## config.mk

```make
export PLATFORM = sky130hd
export DESIGN_NAME = ras_ckpt_flat
export DESIGN_NICKNAME = d
export VERILOG_FILES = /design/src/rtl/ras_ckpt_if.sv /design/src/rtl/ras_ckpt.sv /design/src/flat_wrapper.sv
export SDC_FILE = /design/constraint.sdc
export NUM_CORES = 2
export LEC_CHECK = 0
export ABC_CLOCK_PERIOD_IN_PS = 3100
export CORE_UTILIZATION = 45
export CTS_BUF_LIST = sky130_fd_sc_hd__clkbuf_4
export DETAILED_ROUTE_END_ITERATION = 7
export PLACE_DENSITY = 0.67
export SETUP_SLACK_MARGIN = 0.2
export SYNTH_ARGS = -nofsm -noshare
export SYNTH_HDL_FRONTEND = slang
export SYNTH_SLANG_ARGS = --single-unit
```

## constraint.sdc

```tcl
create_clock -name clk -period 3.1 [get_ports clk]
set_input_delay 0.465 -clock clk [delete_from_list [all_inputs] [get_ports clk]]
set_output_delay 0.465 -clock clk [all_outputs]
set_load 0.01 [all_outputs]
```

## src/rtl/ras_ckpt_if.sv

```systemverilog
// Control and prediction signals between the BPU pipeline stages and the
// checkpointed return address stack.
interface ras_ckpt_if #(
  parameter int ADDR_W    = 32,
  parameter int CKPT_SIZE = 2
);
  logic                 wrb_restart;
  logic                 wrb_commit_call;
  logic                 wrb_commit_ret;
  logic [ADDR_W-1:0]    wrb_link_addr;
  logic                 exe_repair;
  logic [CKPT_SIZE-1:0] exe_repair_tag;
  logic                 fch_predict_call;
  logic                 fch_predict_ret;
  logic [ADDR_W-1:0]    fch_link_addr;
  logic                 fch_ckpt_ready;
  logic [CKPT_SIZE-1:0] fch_ckpt_tag;
  logic                 fch_ras_empty;
  logic [ADDR_W-1:0]    fch_ret_addr;
  logic                 fch_ras_overflow;

  modport master (
    output wrb_restart, wrb_commit_call, wrb_commit_ret, wrb_link_addr,
           exe_repair, exe_repair_tag, fch_predict_call, fch_predict_ret,
           fch_link_addr,
    input  fch_ckpt_ready, fch_ckpt_tag, fch_ras_empty, fch_ret_addr,
           fch_ras_overflow
  );

  modport slave (
    input  wrb_restart, wrb_commit_call, wrb_commit_ret, wrb_link_addr,
           exe_repair, exe_repair_tag, fch_predict_call, fch_predict_ret,
           fch_link_addr,
    output fch_ckpt_ready, fch_ckpt_tag, fch_ras_empty, fch_ret_addr,
           fch_ras_overflow
  );
endinterface

```

## src/rtl/ras_ckpt.sv

```systemverilog
// Return address stack with a speculative fetch copy, a committed writeback
// copy and a FIFO of fetch-side checkpoints for single-cycle mispredict repair.
module ras_ckpt #(
  parameter int RAS_SIZE  = 3,
  parameter int ADDR_W    = 32,
  parameter int CKPT_SIZE = 2
) (
  input logic       clk,
  input logic       reset,
  ras_ckpt_if.slave bus
);
  localparam int RAS_ENTRIES = 1 << RAS_SIZE;
  localparam int CKPTS       = 1 << CKPT_SIZE;
  localparam int EW          = ADDR_W - 1;

  typedef logic [EW-1:0]        entry_t;
  typedef logic [RAS_SIZE-1:0]  tos_t;
  typedef logic [RAS_SIZE:0]    depth_t;
  typedef logic [CKPT_SIZE-1:0] tag_t;
  typedef logic [CKPT_SIZE:0]   cnt_t;

  localparam depth_t DEPTH_FULL = depth_t'(RAS_ENTRIES);
  localparam cnt_t   CNT_FULL   = cnt_t'(CKPTS);

  entry_t fch_entry_q [RAS_ENTRIES];
  entry_t fch_entry_d [RAS_ENTRIES];
  entry_t wrb_entry_q [RAS_ENTRIES];
  entry_t wrb_entry_d [RAS_ENTRIES];
  tos_t   fch_tos_q, fch_tos_d, wrb_tos_q, wrb_tos_d;
  depth_t fch_depth_q, fch_depth_d, wrb_depth_q, wrb_depth_d;

  tos_t   slot_tos_q   [CKPTS];
  tos_t   slot_tos_d   [CKPTS];
  depth_t slot_depth_q [CKPTS];
  depth_t slot_depth_d [CKPTS];
  entry_t slot_entry_q [CKPTS];
  entry_t slot_entry_d [CKPTS];

  tag_t alloc_q, alloc_d, free_q, free_d, rep_cnt;
  cnt_t count_q, count_d;
  logic ovf_q, ovf_d;

  logic ckpt_ready, rel, predict_ok;
  tos_t fch_tos_inc, wrb_tos_inc, rep_tos;
  logic unused_lsb;

  assign ckpt_ready  = (count_q != CNT_FULL);
  assign rel         = (bus.wrb_commit_call | bus.wrb_commit_ret) && (count_q != '0);
  assign predict_ok  = (bus.fch_predict_call | bus.fch_predict_ret) && ckpt_ready;
  assign fch_tos_inc = fch_tos_q + tos_t'(1);
  assign wrb_tos_inc = wrb_tos_q + tos_t'(1);
  assign rep_tos     = slot_tos_q[bus.exe_repair_tag];
  assign unused_lsb  = ^{bus.wrb_link_addr[0], bus.fch_link_addr[0]};

  assign bus.fch_ckpt_ready   = ckpt_ready;
  assign bus.fch_ckpt_tag     = alloc_q;
  assign bus.fch_ras_empty    = (fch_depth_q == '0);
  assign bus.fch_ret_addr     = {fch_entry_q[fch_tos_q], 1'b0};
  assign bus.fch_ras_overflow = ovf_q;

  always_comb begin
    fch_entry_d  = fch_entry_q;
    fch_tos_d    = fch_tos_q;
    fch_depth_d  = fch_depth_q;
    wrb_entry_d  = wrb_entry_q;
    wrb_tos_d    = wrb_tos_q;
    wrb_depth_d  = wrb_depth_q;
    slot_tos_d   = slot_tos_q;
    slot_depth_d = slot_depth_q;
    slot_entry_d = slot_entry_q;
    alloc_d      = alloc_q;
    free_d       = free_q + tag_t'(rel);
    count_d      = count_q - cnt_t'(rel);
    rep_cnt      = bus.exe_repair_tag - free_d;
    ovf_d        = 1'b0;

    if (bus.wrb_commit_call) begin
      wrb_tos_d = wrb_tos_inc;
      wrb_entry_d[wrb_tos_inc] = bus.wrb_link_addr[ADDR_W-1:1];
      if (wrb_depth_q != DEPTH_FULL) wrb_depth_d = wrb_depth_q + depth_t'(1);
    end else if (bus.wrb_commit_ret && wrb_depth_q != '0) begin
      wrb_tos_d   = wrb_tos_q - tos_t'(1);
      wrb_depth_d = wrb_depth_q - depth_t'(1);
    end

    // Restart copies the committed stack as it stood before this cycle's commit.
    if (bus.wrb_restart) begin
      fch_entry_d = wrb_entry_q;
      fch_tos_d   = wrb_tos_q;
      fch_depth_d = wrb_depth_q;
      alloc_d     = free_d;
      count_d     = '0;
    end else if (bus.exe_repair) begin
      fch_tos_d            = rep_tos;
      fch_depth_d          = slot_depth_q[bus.exe_repair_tag];
      fch_entry_d[rep_tos] = slot_entry_q[bus.exe_repair_tag];
      alloc_d              = bus.exe_repair_tag;
      count_d              = cnt_t'(rep_cnt);
    end else if (predict_ok) begin
      slot_tos_d[alloc_q]   = fch_tos_q;
      slot_depth_d[alloc_q] = fch_depth_q;
      slot_entry_d[alloc_q] = fch_entry_q[fch_tos_q];
      alloc_d               = alloc_q + tag_t'(1);
      count_d               = count_q + cnt_t'(1) - cnt_t'(rel);
      if (bus.fch_predict_call) begin
        fch_tos_d = fch_tos_inc;
        fch_entry_d[fch_tos_inc] = bus.fch_link_addr[ADDR_W-1:1];
        if (fch_depth_q != DEPTH_FULL) fch_depth_d = fch_depth_q + depth_t'(1);
        else                           ovf_d       = 1'b1;
      end else if (fch_depth_q != '0) begin
        fch_tos_d   = fch_tos_q - tos_t'(1);
        fch_depth_d = fch_depth_q - depth_t'(1);
      end
    end
  end

  always_ff @(posedge clk) begin
    if (reset) begin
      for (int i = 0; i < RAS_ENTRIES; i++) begin
        fch_entry_q[i] <= '0;
        wrb_entry_q[i] <= '0;
      end
      for (int i = 0; i < CKPTS; i++) begin
        slot_tos_q[i]   <= '0;
        slot_depth_q[i] <= '0;
        slot_entry_q[i] <= '0;
      end
      fch_tos_q   <= '0;
      fch_depth_q <= '0;
      wrb_tos_q   <= '0;
      wrb_depth_q <= '0;
      alloc_q     <= '0;
      free_q      <= '0;
      count_q     <= '0;
      ovf_q       <= 1'b0;
    end else begin
      fch_entry_q  <= fch_entry_d;
      wrb_entry_q  <= wrb_entry_d;
      slot_tos_q   <= slot_tos_d;
      slot_depth_q <= slot_depth_d;
      slot_entry_q <= slot_entry_d;
      fch_tos_q    <= fch_tos_d;
      fch_depth_q  <= fch_depth_d;
      wrb_tos_q    <= wrb_tos_d;
      wrb_depth_q  <= wrb_depth_d;
      alloc_q      <= alloc_d;
      free_q       <= free_d;
      count_q      <= count_d;
      ovf_q        <= ovf_d;
    end
  end
endmodule

```

## src/flat_wrapper.sv

```systemverilog
// flat-port wrapper written by rule: the top's interface ports become plain ports
module ras_ckpt_flat 
#(
  parameter int RAS_SIZE  = 3,
  parameter int ADDR_W    = 32,
  parameter int CKPT_SIZE = 2
)
  (clk, reset, bus_wrb_restart, bus_wrb_commit_call, bus_wrb_commit_ret, bus_wrb_link_addr, bus_exe_repair, bus_exe_repair_tag, bus_fch_predict_call, bus_fch_predict_ret, bus_fch_link_addr, bus_fch_ckpt_ready, bus_fch_ckpt_tag, bus_fch_ras_empty, bus_fch_ret_addr, bus_fch_ras_overflow);
  ras_ckpt_if #(.ADDR_W(ADDR_W), .CKPT_SIZE(CKPT_SIZE)) bus_i ();
  input logic clk;
  input logic reset;
  input wire logic [$bits(bus_i.wrb_restart)-1:0] bus_wrb_restart;
  input wire logic [$bits(bus_i.wrb_commit_call)-1:0] bus_wrb_commit_call;
  input wire logic [$bits(bus_i.wrb_commit_ret)-1:0] bus_wrb_commit_ret;
  input wire logic [$bits(bus_i.wrb_link_addr)-1:0] bus_wrb_link_addr;
  input wire logic [$bits(bus_i.exe_repair)-1:0] bus_exe_repair;
  input wire logic [$bits(bus_i.exe_repair_tag)-1:0] bus_exe_repair_tag;
  input wire logic [$bits(bus_i.fch_predict_call)-1:0] bus_fch_predict_call;
  input wire logic [$bits(bus_i.fch_predict_ret)-1:0] bus_fch_predict_ret;
  input wire logic [$bits(bus_i.fch_link_addr)-1:0] bus_fch_link_addr;
  output wire logic [$bits(bus_i.fch_ckpt_ready)-1:0] bus_fch_ckpt_ready;
  output wire logic [$bits(bus_i.fch_ckpt_tag)-1:0] bus_fch_ckpt_tag;
  output wire logic [$bits(bus_i.fch_ras_empty)-1:0] bus_fch_ras_empty;
  output wire logic [$bits(bus_i.fch_ret_addr)-1:0] bus_fch_ret_addr;
  output wire logic [$bits(bus_i.fch_ras_overflow)-1:0] bus_fch_ras_overflow;
  assign bus_i.wrb_restart = bus_wrb_restart;
  assign bus_i.wrb_commit_call = bus_wrb_commit_call;
  assign bus_i.wrb_commit_ret = bus_wrb_commit_ret;
  assign bus_i.wrb_link_addr = bus_wrb_link_addr;
  assign bus_i.exe_repair = bus_exe_repair;
  assign bus_i.exe_repair_tag = bus_exe_repair_tag;
  assign bus_i.fch_predict_call = bus_fch_predict_call;
  assign bus_i.fch_predict_ret = bus_fch_predict_ret;
  assign bus_i.fch_link_addr = bus_fch_link_addr;
  assign bus_fch_ckpt_ready = bus_i.fch_ckpt_ready;
  assign bus_fch_ckpt_tag = bus_i.fch_ckpt_tag;
  assign bus_fch_ras_empty = bus_i.fch_ras_empty;
  assign bus_fch_ret_addr = bus_i.fch_ret_addr;
  assign bus_fch_ras_overflow = bus_i.fch_ras_overflow;
  ras_ckpt #(.RAS_SIZE(RAS_SIZE), .ADDR_W(ADDR_W), .CKPT_SIZE(CKPT_SIZE)) u_core (.clk(clk), .reset(reset), .bus(bus_i));
endmodule
```

==> flow_summary.toml <==
[run_status]
status = "finished, violations left"
violations = "negative setup slack"

[worst_setup_path]
crit_slowest_cell = "mux4_2"
reg2reg_depth = 11
rr_startpoint = "u_core.fch_tos_q[0]$_SDFFE_PP0P_"
end_kind = "primary output"
path_max_fanout = 5
cp_data_arrival_time_ns = 2.95
cp_cell_sequence = "buf_12, buf_12, buf_16, mux4_2, mux2i_4, buf_6, inv_2, buf_6"
cp.required_ns = 2.63
worstSetupPathType = "reg -> out"
r2r-end = "u_core.fch_entry_q[203]$_SDFFE_PP0P_"
worst-path-buf-inv = 6
critical-path-max-stage-delay_ns = 0.55
r2r_setup_slack_ns = 0.27
cp_top_family = "multiplexers"
cp-start-kind = "register"
cp-startpoint = "u_core.fch_tos_q[0]$_SDFFE_PP0P_"

[global_route]
track_usage_pct = 31.20
overflow = 0
grt_first_pass_wirelength_um = 165100
antenna_found_initial = 5
grt_start_max_net_pins = 153
grt_pass1_vias = 26811

[synth]
synth_ff_type = "dfxtp_1"
synthDistinctLibCells = 55
synth_edf_count = 0
synth_cells = 3616
synthArstFlopShare_pct = 0
synth_area_per_cell_sq_um = 8.545
syn_area_sq_um = 30900
synth_nets = 3710
ys_warn_count = 0
seq_area_frac_synth_pct = 43.41
ys_ff_latch = 670

[clock_network]
root_buffer = "clkbuf_4"
clock-sinks = 670
insertion_delay_ns = 1.11
clk_pin_slew_worst_paths_ns = 0.06
cts_max_level = 4
cts_buffers = 175
clock_path_buffers = 3
cts_tree = "yes"

[sta]
tns_ns = -7.000
clock_skew_ns = 0.1041
finalMaxSlewViolations = 0
worstMarginPinSlew_ns = 1.214
fin_crit_sh_pct = 110.3
rsz0062_at_grt = "true"
setup_viol_count_final = 31
final.min_clock_period_ns = 3.418
slew_headroom_pct = 19.10
max_freq_mhz = 292.6
hold_viol = 0
fin_ws_ns = -0.3180

[cells_and_area]
post-route-cell-area_sq_um = 36680
final_cell_count_no_fill = 4707
final_core_util_pct = 54.33
final_common_cell = "dfxtp_1"
final_cell_mix = "667 x dfxtp_1, 643 x nor2_1, 564 x nand2_1"
fin_nets = 3806
drive_above_1_share_pct = 19.91
area_growth_pct = 18.73
nFillCells = 6149

[routing]
drt-total-wl_um = 114200
viasPerCell = 6.161
num_vias = 29001
drt_pre_antenna_iters = 6
drc = 0
final_antenna_net_count = 0
dr.first_iter.drc_count = 3944
avgRoutedWirePerCell_um = 24.25

[min_path]
hold_start = "bus_exe_repair_tag[0]"
min_delay_path_depth = 6
min_to = "u_core.bus.fch_ckpt_tag[0]$_SDFFE_PP0P_"
hold_class = "in -> reg"

[die]
core.rowCount = 95
dieArea_sq_um = 69710
coreArea_sq_um = 67510
die_h_um = 264.0
start_util_pct = 45.76
pin_count = 111
die_w_um = 264.0

[pwr]
ir_worst_vdd_mv = 0.3215
p_per_area_nw_per_um2 = 634.8
leakage_nw = 12.45
totalPowerFinal_w = 0.02329

[placement]
dp_hpwl_um = 62190
place_congestion = 0.8179
post_dp_cell_area_sq_um = 33110
dpl.cell_count = 4330
place.port_buffers = 107

[job]
drv_cap = 0
[worst reg2reg max path, cell delays in order (launching register included)]
cell and delay [ns]:
dfxtp_4 0.36, buf_12 0.14, buf_12 0.14, buf_4 0.14
ha_1 0.25, xnor2_1 0.29, buf_12 0.22, a41oi_1 0.20
a211oi_4 0.37, buf_12 0.30, nor2_1 0.10, a211oi_1 0.23
[synthesized netlist by cell type, drive strengths merged (3+ instances only)]
master	number	share of area [%]
nor2	654	7.9
mux4	100	7.3
and3	4	0.081
xor2	7	0.20
nor2b	6	0.12
o211ai	4	0.097
clkbuf	318	4.0
nand3	41	0.66
nand2	569	6.9
and2	33	0.67
nor3	9	0.15
inv	46	0.56
xnor2	14	0.40
a211oi	387	11
dfxtp	670	43
mux2i	38	1.2
buf	86	1.3
a21oi	286	4.6
o21ai	4	0.065
nand3b	31	0.75
a41oi	8	0.23
a221oi	248	7.0
nand2b	3	0.061
ha	18	0.73
[layout make-up]
| type | count | area, sq um | area share (%) |
|---|---|---|---|
| Clock inverter | 31 | 270.3 | 0.7367 |
| Sequential cell | 670 | 13420 | 36.59 |
| Antenna cell | 6 | 15.01 | 0.04093 |
| Inverter | 48 | 195.2 | 0.5321 |
| Tap cell | 873 | 1092 | 2.978 |
| Clock buffer | 262 | 1967 | 5.362 |
| Multi-Input combinational cell | 2498 | 16130 | 43.97 |
| Timing Repair Buffer | 319 | 3590 | 9.785 |
[worst max path at each step]
stage	to	depth (start not counted)
3_5_place_dp	bus_fch_ret_addr[30]	6
2_1_floorplan	u_core.fch_entry_q[10]$_SDFFE_PP0P_	11
5_1_grt	bus_fch_ret_addr[1]	7
6_report	bus_fch_ret_addr[30]	8
4_1_cts	bus_fch_ret_addr[23]	9
3_3_place_gp	bus_fch_ret_addr[30]	6
[sequential cells by signal (all words and copies together), names as in the netlist]
name and flops:
u_core.fch_entry_q 248, u_core.wrb_entry_q 248, u_core.slot_entry_q 124, u_core.slot_depth_q 16, u_core.slot_tos_q 12, u_core.fch_depth_q 4
u_core.wrb_depth_q 4, u_core.count_q 3, u_core.fch_tos_q 3, u_core.wrb_tos_q 3, u_core.bus.fch_ckpt_tag 2, u_core.free_q 2
u_core.bus.fch_ras_overflow 1
[metrics by stage]
step	setup WS, ns	hold slack (ns)
finish	-0.3180	0.1454
global route	-0.3491	0.1372
CTS	-0.3170	0.1014
detailed placement	0.1834	0.4431
global placement	0.1517	0.4398
floorplan	0.2035	0.4331
[repair_timing]
item | CTS | global route
gates cloned | 9 | 7
pin swaps | 5 | 10
endpoints found under the setup margin | 33 | 206
gates resized for setup | 210 | 33
hold endpoints to repair | 64 | 0
setup buffers | 43 | 16
hold buffers | 3 | 0
[report_power, final]
part | switching (W) | total [W] | leakage (nW) | internal (W)
logic | 0.00344 | 0.00557 | 5.66 | 0.00213
registers | 0.000426 | 0.00973 | 5.46 | 0.00930
clock network | 0.00375 | 0.00799 | 1.33 | 0.00424
total | 0.00762 | 0.0233 | 12.5 | 0.0157
[per-layer routing]
metal | track usage, % | wire length (um) | vias up
met4 | 15.01 | 5612 | 2
met3 | 7.010 | 12500 | 358
met1 | 41.82 | 46020 | 13679
met2 | 47.48 | 50020 | 1763
met5 | 0 | 9 | -
li1 | - | - | 13199
[cell families (layout without fill, tap and decap cells)]
group                    after synthesis  in the layout  synth area share (%)
adder cells (fa/ha/maj)               20             20                0.8585
buffers and inverters                452            660                 5.916
XOR/XNOR                              21             21                0.5953
other                                  1              7               0.01214
AO/OA/AOI/OAI                        954            954                 23.10
flip-flops                           670            670                 43.41
multiplexers                         139            139                 8.557
AND/OR/NAND/NOR                     1359           1363                 17.55
Power figures use the tool's default switching activity.
